`src/rtl/booth_ctrl.sv`:
```
// booth_ctrl: sequencer for a radix-2 Booth multiplier datapath.
// Loads X then Y from the shared inbus, runs N add/sub + shift iterations,
// then presents the product on the datapath out bus, A (high word) first.
module booth_ctrl #(
    parameter int unsigned N     = 6,
    parameter int unsigned CNT_W = 3
) (
    input  logic       clk,
    input  logic       rst,
    input  logic       start,
    input  logic [1:0] decision_bits,
    output logic       ldX,
    output logic       shX,
    output logic       clrX,
    output logic       ldY,
    output logic       ldA,
    output logic       shA,
    output logic       clrA,
    output logic       lde,
    output logic       clre,
    output logic       add,
    output logic       sub,
    output logic [1:0] upload_selector,
    output logic       ready,
    output logic       out_valid,
    output logic       done
);

    typedef enum logic [2:0] {
        IDLE,
        LOAD_X,
        LOAD_Y,
        ARITH,
        SHIFT,
        UP_HI,
        UP_LO
    } state_t;

    localparam logic [CNT_W-1:0] LAST_ITER = CNT_W'(N - 1);

    state_t           state;
    state_t           state_next;
    logic [CNT_W-1:0] cnt;
    logic [CNT_W-1:0] cnt_next;

    // State and iteration counter registers with synchronous reset.
    always_ff @(posedge clk) begin
        if (rst) begin
            state <= IDLE;
            cnt   <= '0;
        end else begin
            state <= state_next;
            cnt   <= cnt_next;
        end
    end

    // Next-state, counter update and control decode; every output defaults low.
    always_comb begin
        state_next      = state;
        cnt_next        = cnt;
        ldX             = 1'b0;
        shX             = 1'b0;
        clrX            = 1'b0;
        ldY             = 1'b0;
        ldA             = 1'b0;
        shA             = 1'b0;
        clrA            = 1'b0;
        lde             = 1'b0;
        clre            = 1'b0;
        add             = 1'b0;
        sub             = 1'b0;
        upload_selector = 2'b00;
        ready           = 1'b0;
        out_valid       = 1'b0;
        done            = 1'b0;

        unique case (state)
            IDLE: begin
                ready = 1'b1;
                if (start) begin
                    state_next = LOAD_X;
                end
            end
            LOAD_X: begin
                ldX        = 1'b1;
                clrA       = 1'b1;
                clre       = 1'b1;
                cnt_next   = '0;
                state_next = LOAD_Y;
            end
            LOAD_Y: begin
                ldY        = 1'b1;
                state_next = ARITH;
            end
            ARITH: begin
                // {X[0], E}: 10 starts a run of ones (subtract), 01 ends one (add).
                unique case (decision_bits)
                    2'b10: begin
                        sub = 1'b1;
                        ldA = 1'b1;
                    end
                    2'b01: begin
                        add = 1'b1;
                        ldA = 1'b1;
                    end
                    default: ;
                endcase
                state_next = SHIFT;
            end
            SHIFT: begin
                shA = 1'b1;
                shX = 1'b1;
                lde = 1'b1;
                if (cnt == LAST_ITER) begin
                    cnt_next   = '0;
                    state_next = UP_HI;
                end else begin
                    cnt_next   = cnt + 1'b1;
                    state_next = ARITH;
                end
            end
            UP_HI: begin
                upload_selector = 2'b10;
                out_valid       = 1'b1;
                state_next      = UP_LO;
            end
            UP_LO: begin
                upload_selector = 2'b01;
                out_valid       = 1'b1;
                done            = 1'b1;
                state_next      = IDLE;
            end
            default: begin
                state_next = IDLE;
            end
        endcase
    end

endmodule

```
`config.mk`:
```
export PLATFORM = sky130hd
export DESIGN_NAME = booth_ctrl
export DESIGN_NICKNAME = d
export VERILOG_FILES = /design/src/rtl/booth_ctrl.sv
export SDC_FILE = /design/constraint.sdc
export NUM_CORES = 1
export LEC_CHECK = 0
export ABC_AREA = 1
export CORE_AREA = 5 5 42 44
export CTS_BUF_LIST = sky130_fd_sc_hd__clkbuf_8
export CTS_CLUSTER_SIZE = 12
export DETAILED_ROUTE_END_ITERATION = 8
export DIE_AREA = 0 0 47 49
export PLACE_DENSITY = 0.8
export SLEW_MARGIN = 0
export SYNTH_ARGS = -nofsm -noshare
export SYNTH_HDL_FRONTEND = slang
export SYNTH_SLANG_ARGS = --single-unit
```
`constraint.sdc`:
```
create_clock -name clk -period 2.3 [get_ports clk]
set_input_delay 0.23 -clock clk [delete_from_list [all_inputs] [get_ports clk]]
set_output_delay 0.23 -clock clk [all_outputs]
set_load 0.02 [all_outputs]
```
==> flow_summary.json, run 1 <==
{
  "cts_inserted_buffers": 3,
  "async_flop_share_pct": 0,
  "max_freq_mhz": 506,
  "ys_seq_area_share_pct": 24.5,
  "finalCritPeriodShare_pct": 85.9,
  "dp_slack_ps": 304,
  "htree_levels": 1,
  "row_count": 14,
  "io_pins": 21,
  "die_h_um": 49,
  "p_per_area_mw_per_mm2": 569,
  "grt_pass1_wl_um": 1680,
  "grt_overflow": 0,
  "start_kind": "input pin",
  "nFillCells": 154,
  "nNetsFinal": 101,
  "hold_buffers": 0,
  "drive_gt1_share_pct": 16.3,
  "slowest_delay_ps": 610,
  "status": "finished, final reports clean",
  "clk_pin_slew_ps": 30,
  "postCtsSetupRepairBufs": 0,
  "drt_first_iter_violations": 5,
  "clock_path_buffers": 2,
  "tns_ps": 0,
  "synthCells": 76,
  "grt_antenna_before_repair": 0,
  "cp_common_cell": "clkdlybuf4s50_1",
  "synth_most_common_cell": "inv_1",
  "firstDrtPassIters": 2,
  "antennaDiodeCount": 0,
  "critPathTopFamily": "buffers and inverters",
  "dieArea_sq_mm": 0.00230,
  "leakage_nw": 0.320,
  "hpwl_um": 888,
  "cts.sinks": 6,
  "synth_edf_count": 0,
  "final_area_sq_um": 693,
  "syn2layout_area_growth_pct": 41.3,
  "ant_nets": 0,
  "post-route-min-period_ps": 1980,
  "path_cells": "clkdlybuf4s50_1 -> inv_1 -> ha_1 -> nor2_1 -> clkdlybuf4s50_1",
  "fin_skew_ps": 5.68,
  "crit_arrival_ps": 1750,
  "die_x_um": 47,
  "syn_area_sq_um": 490,
  "fin_ws_ps": 324,
  "setup_viol": 0,
  "place_congestion": 0.812,
  "ys_types": 18,
  "ctsResizeCount": 0,
  "io_buffers": 19,
  "track_usage_pct": 10.2,
  "hold_violations": 0,
  "initial_core_util_pct": 35.0,
  "grt_start_max_net_pins": 11,
  "root_buffer": "clkbuf_8",
  "critPathMaxFanout": 2,
  "cts_tree": "done",
  "routed_wl_um": 1110,
  "post_drt_wl_per_cell_um": 10.2,
  "post_dp_cell_area_sq_um": 652,
  "hold_path.class": "flop to flop",
  "cp.required_ps": 2070,
  "max_cap_violations": 0,
  "synthFlopType": "dfxtp_1",
  "ys_seq_elements": 6,
  "netlist_top_cells_count": "inv_1, nand2_1, nor2_1",
  "max-vdd-ir-drop_mv": 0.449,
  "synthTopCellsByArea": "dfxtp_1, inv_1, nand2_1",
  "vias": 479,
  "synth_top_area_share_pct": 24.5,
  "final_max_slew_viol_count": 0,
  "fin_util_pct": 49.5,
  "path_buf_inv": 3,
  "critical_path_class": "input pin to output port",
  "syn_area_per_cell_sq_um": 6.45,
  "ys_warn_count": 0,
  "fp.coreArea_sq_mm": 0.00140,
  "rsz0062_at_grt": "no",
  "endpoint_kind": "output port",
  "clock_latency_ps": 230,
  "slowest_stage": "clkdlybuf4s50_1",
  "post-route-drc-count": 0,
  "yosysTopAreaCell": "dfxtp_1",
  "routed_via_density": 4.44,
  "grt_pass1_vias": 412,
  "syn_nets": 83
}
-- worst reg2reg max path, cell delays in order (launching register included) --
cell     delay, ps
dfxtp_1        560
inv_1          130
nand2_2        120
nor2_4          60
a21oi_1        120
nor2_1          50
-- kinds of logic after synthesis --
family | after synthesis | share of synthesized area [%]
other | 1 | 0.765
AOI/OAI and AO/OA | 4 | 5.61
and+or+nand+nor | 41 | 41.8
DFF | 6 | 24.5
adders and majority gates | 2 | 5.10
buffers and inverters | 22 | 22.2
-- cell usage in the layout, fill, tap and decap left out, types with 3 or more instances in the layout --
| master | instances |
|---|---|
| clkdlybuf4s50_1 | 19 |
| nand2_1 | 13 |
| nor2_1 | 12 |
| clkbuf_8 | 3 |
| inv_1 | 14 |
| nand3_2 | 3 |
| dfxtp_1 | 6 |
| nand3_1 | 6 |
-- flip-flops by register name (all words and copies together), names as in the netlist --
| register | flops |
|---|---|
| cnt | 3 |
| state | 3 |
-- final timing paths --
| path | from | to | slack [ps] | depth (start not counted) |
|---|---|---|---|---|
| max | decision_bits[0] | ldA | 320 | 5 |
| min | cnt[2] | cnt[2] | 530 | 3 |
| max reg2reg | state[0] | state[1] | 1160 | 5 |
| min reg2reg | cnt[2] | cnt[2] | 530 | 3 |
-- stage by stage --
step	hold slack (ps)	total power [mW]	std cells
global placement	504	0.232	105
floorplan	292	0.200	76
detailed placement	523	0.235	105
CTS	532	0.400	108
global route	563	0.414	108
finish	528	0.395	108
-- report_power, final --
part / internal, mW / switching (mW) / total (mW)
Sequential: 0.110 / 0.0133 / 0.123
Combinational: 0.0487 / 0.0598 / 0.108
Clock: 0.113 / 0.0498 / 0.163
Total: 0.272 / 0.123 / 0.395
-- final cells by class --
cell class / instances / area [sq um] / area share [%]
flip-flops and latches: 6 / 120 / 17.3
well taps: 16 / 20.0 / 2.89
multi-input cells: 48 / 262 / 37.7
repair buffers: 19 / 190 / 27.4
inverters: 16 / 60.1 / 8.66
clock buffers: 3 / 41.3 / 5.96
-- routing by layer --
| layer | wire length, um | vias up | GRT usage, % |
|---|---|---|---|
| met1 | 452 | 205 | 9.93 |
| met2 | 531 | 15 | 16.5 |
| li1 | - | 255 | - |
| met5 | 0 | - | 0 |
| met3 | 95 | 4 | 5.54 |
| met4 | 27 | 0 | 5.53 |
(Power assumes the default switching activity.)
==> run 2: changes to the inputs <==
Settings changed: ABC_AREA 1 to 0, CORE_AREA 5 5 42 44 to 2 2 39 41, DIE_AREA 0 0 47 49 to 0 0 41 43, PLACE_DENSITY 0.8 to 0.78.
==> flow_summary.json, run 2 <==
{
  "grt_pass1_vias": 398,
  "clkPwrFrac_pct": 43.9,
  "drive_gt1_share_pct": 8.33,
  "clock_latency_ps": 220,
  "hold_path.class": "flop to flop",
  "grt_antenna_before_repair": 0,
  "synth_fa_ha_area_share_pct": 5.46,
  "critPathMaxFanout": 11,
  "final_common_cell": "clkdlybuf4s50_1",
  "synth_top_area_share_pct": 26.2,
  "syn_nets": 65,
  "vias": 434,
  "dieArea_sq_mm": 0.00176,
  "max_freq_mhz": 479,
  "initial_core_util_pct": 33.1,
  "grt_util_met3_pct": 4.71,
  "p_comb_share_pct": 21.7,
  "critical_path_class": "flop to output port",
  "p_seq_share_pct": 34.3,
  "endpoint_kind": "output port",
  "root_buffer": "clkbuf_8",
  "antennaDiodeCount": 0,
  "tns_ps": 0,
  "start_kind": "flop",
  "routed_via_density": 4.93,
  "max-vdd-ir-drop_mv": 0.325,
  "hold_buffers": 0,
  "synthTopCellsByArea": "dfxtp_1, buf_4, ha_1",
  "r2r_cells": 3,
  "post_dp_cell_area_sq_um": 603,
  "ctsResizeCount": 0,
  "grt_start_max_net_pins": 16,
  "internal-power_uw": 261,
  "top_regs": "cnt (3), state (3)",
  "grt_util_met1_pct": 15.5,
  "track_usage_pct": 12.5,
  "busiest_layer": "met2",
  "nNetsFinal": 81,
  "hold_violations": 0,
  "hpwl_um": 687,
  "htree_levels": 1,
  "post_drt_wl_per_cell_um": 10.4,
  "yosys.area_share.xor_xnor_pct": 0,
  "fp.coreArea_sq_mm": 0.00138,
  "synth_edf_count": 0,
  "final_area_sq_um": 644,
  "swShare_pct": 27.2,
  "post-route-min-period_ps": 2090,
  "synth.mux.area_fraction_pct": 0,
  "firstDrtPassIters": 4,
  "row_count": 14,
  "synth_most_common_cell": "dfxtp_1",
  "synth_top_family_by_area": "simple AND/OR/NAND/NOR gates",
  "cts_inserted_buffers": 3,
  "crit_arrival_ps": 1860,
  "gr-usage-met2_pct": 20.0,
  "io_pins": 21,
  "syn_area_sq_um": 458,
  "grt_overflow": 0,
  "synthCells": 58,
  "routed_wl_um": 911,
  "yosysTopAreaCell": "dfxtp_1",
  "leakage_nw": 0.259,
  "postCtsSetupRepairBufs": 0,
  "cp.required_ps": 2070,
  "drt_first_iter_violations": 7,
  "die_x_um": 41,
  "post-route-drc-count": 0,
  "status": "finished, final reports clean",
  "die_h_um": 43,
  "cts.sinks": 6,
  "ys_seq_area_share_pct": 26.2,
  "async_flop_share_pct": 0,
  "place_congestion": 0.800,
  "synthFlopType": "dfxtp_1",
  "syn_area_per_cell_sq_um": 7.90,
  "power.total_uw": 359,
  "min_path_cells": 2,
  "ant_nets": 0,
  "io_buffers": 19,
  "fin_skew_ps": 1.79,
  "final_cell_mix": "clkdlybuf4s50_1, dfxtp_1, nor3_1, nor2_1",
  "grt_pass1_wl_um": 1560,
  "synth_compound_area_share_pct": 16.7,
  "cts_tree": "done",
  "rsz0062_at_grt": "no",
  "setup_viol": 0,
  "max_cap_violations": 0,
  "clock_path_buffers": 2,
  "finalCritPeriodShare_pct": 90.8,
  "syn2layout_area_growth_pct": 40.7,
  "p_per_area_mw_per_mm2": 556,
  "clk_pin_slew_ps": 40,
  "ys_warn_count": 0,
  "ys_types": 27,
  "p_sw_uw": 97.4,
  "synthSimpleGateAreaFrac_pct": 32.5,
  "netlist_top_cells_count": "dfxtp_1, buf_4, nor2_1, nor3_1",
  "final_max_slew_viol_count": 0,
  "ys_seq_elements": 6
}
run 2: worst paths after layout:
path,from,to,slack (ps)
worst max-delay path,state[2],upload_selector[1],210
worst max register to register,state[0],cnt[2],900
worst min-delay path,cnt[0],cnt[0],520
worst min register to register,cnt[0],cnt[0],520
run 2: through the flow:
step / util, % / instances / hold WS (ps) / worst slack, ps
after detailed placement: 43.6 / 85 / 514 / 226
after global routing: 46.6 / 88 / 584 / 118
final: 46.6 / 88 / 520 / 212
after floorplan: - / 58 / 299 / 715
after global placement: 43.6 / 85 / 488 / 257
after CTS: 46.6 / 88 / 536 / 208
run 2: cell families after synthesis:
| family | after synthesis |
|---|---|
| and+or+nand+nor | 26 |
| buffers and inverters | 13 |
| AOI/OAI and AO/OA | 10 |
| DFF | 6 |
| adders and majority gates | 2 |
| other | 1 |
run 2: critical path: stages, from the launching register on:
cell and delay (ps):
dfxtp_1 560, nor2b_1 320, and2_1 160, clkdlybuf4s50_1 600
run 2: final cells by class:
cell class              instances  area (sq um)
repair buffers                 19           190
flip-flops and latches          6           120
clock buffers                   3          41.3
fillers                       140           739
multi-input cells              39           254
well taps                      16          20.0
inverters                       5          18.8
run 2: routing by layer:
metal	vias up	part of all wire, %
met3	0	6.5
met4	0	0
met5	-	0
li1	221	-
met1	197	44
met2	16	49
run 2: power by group through the flow:
stage | Clock (mW) | Sequential, mW | Combinational [mW]
after floorplan | 0 | 0.115 | 0.0632
after global placement | 0 | 0.124 | 0.0772
after detailed placement | 0 | 0.125 | 0.0787
after CTS | 0.160 | 0.123 | 0.0789
after global routing | 0.169 | 0.125 | 0.0854
final | 0.158 | 0.123 | 0.0779
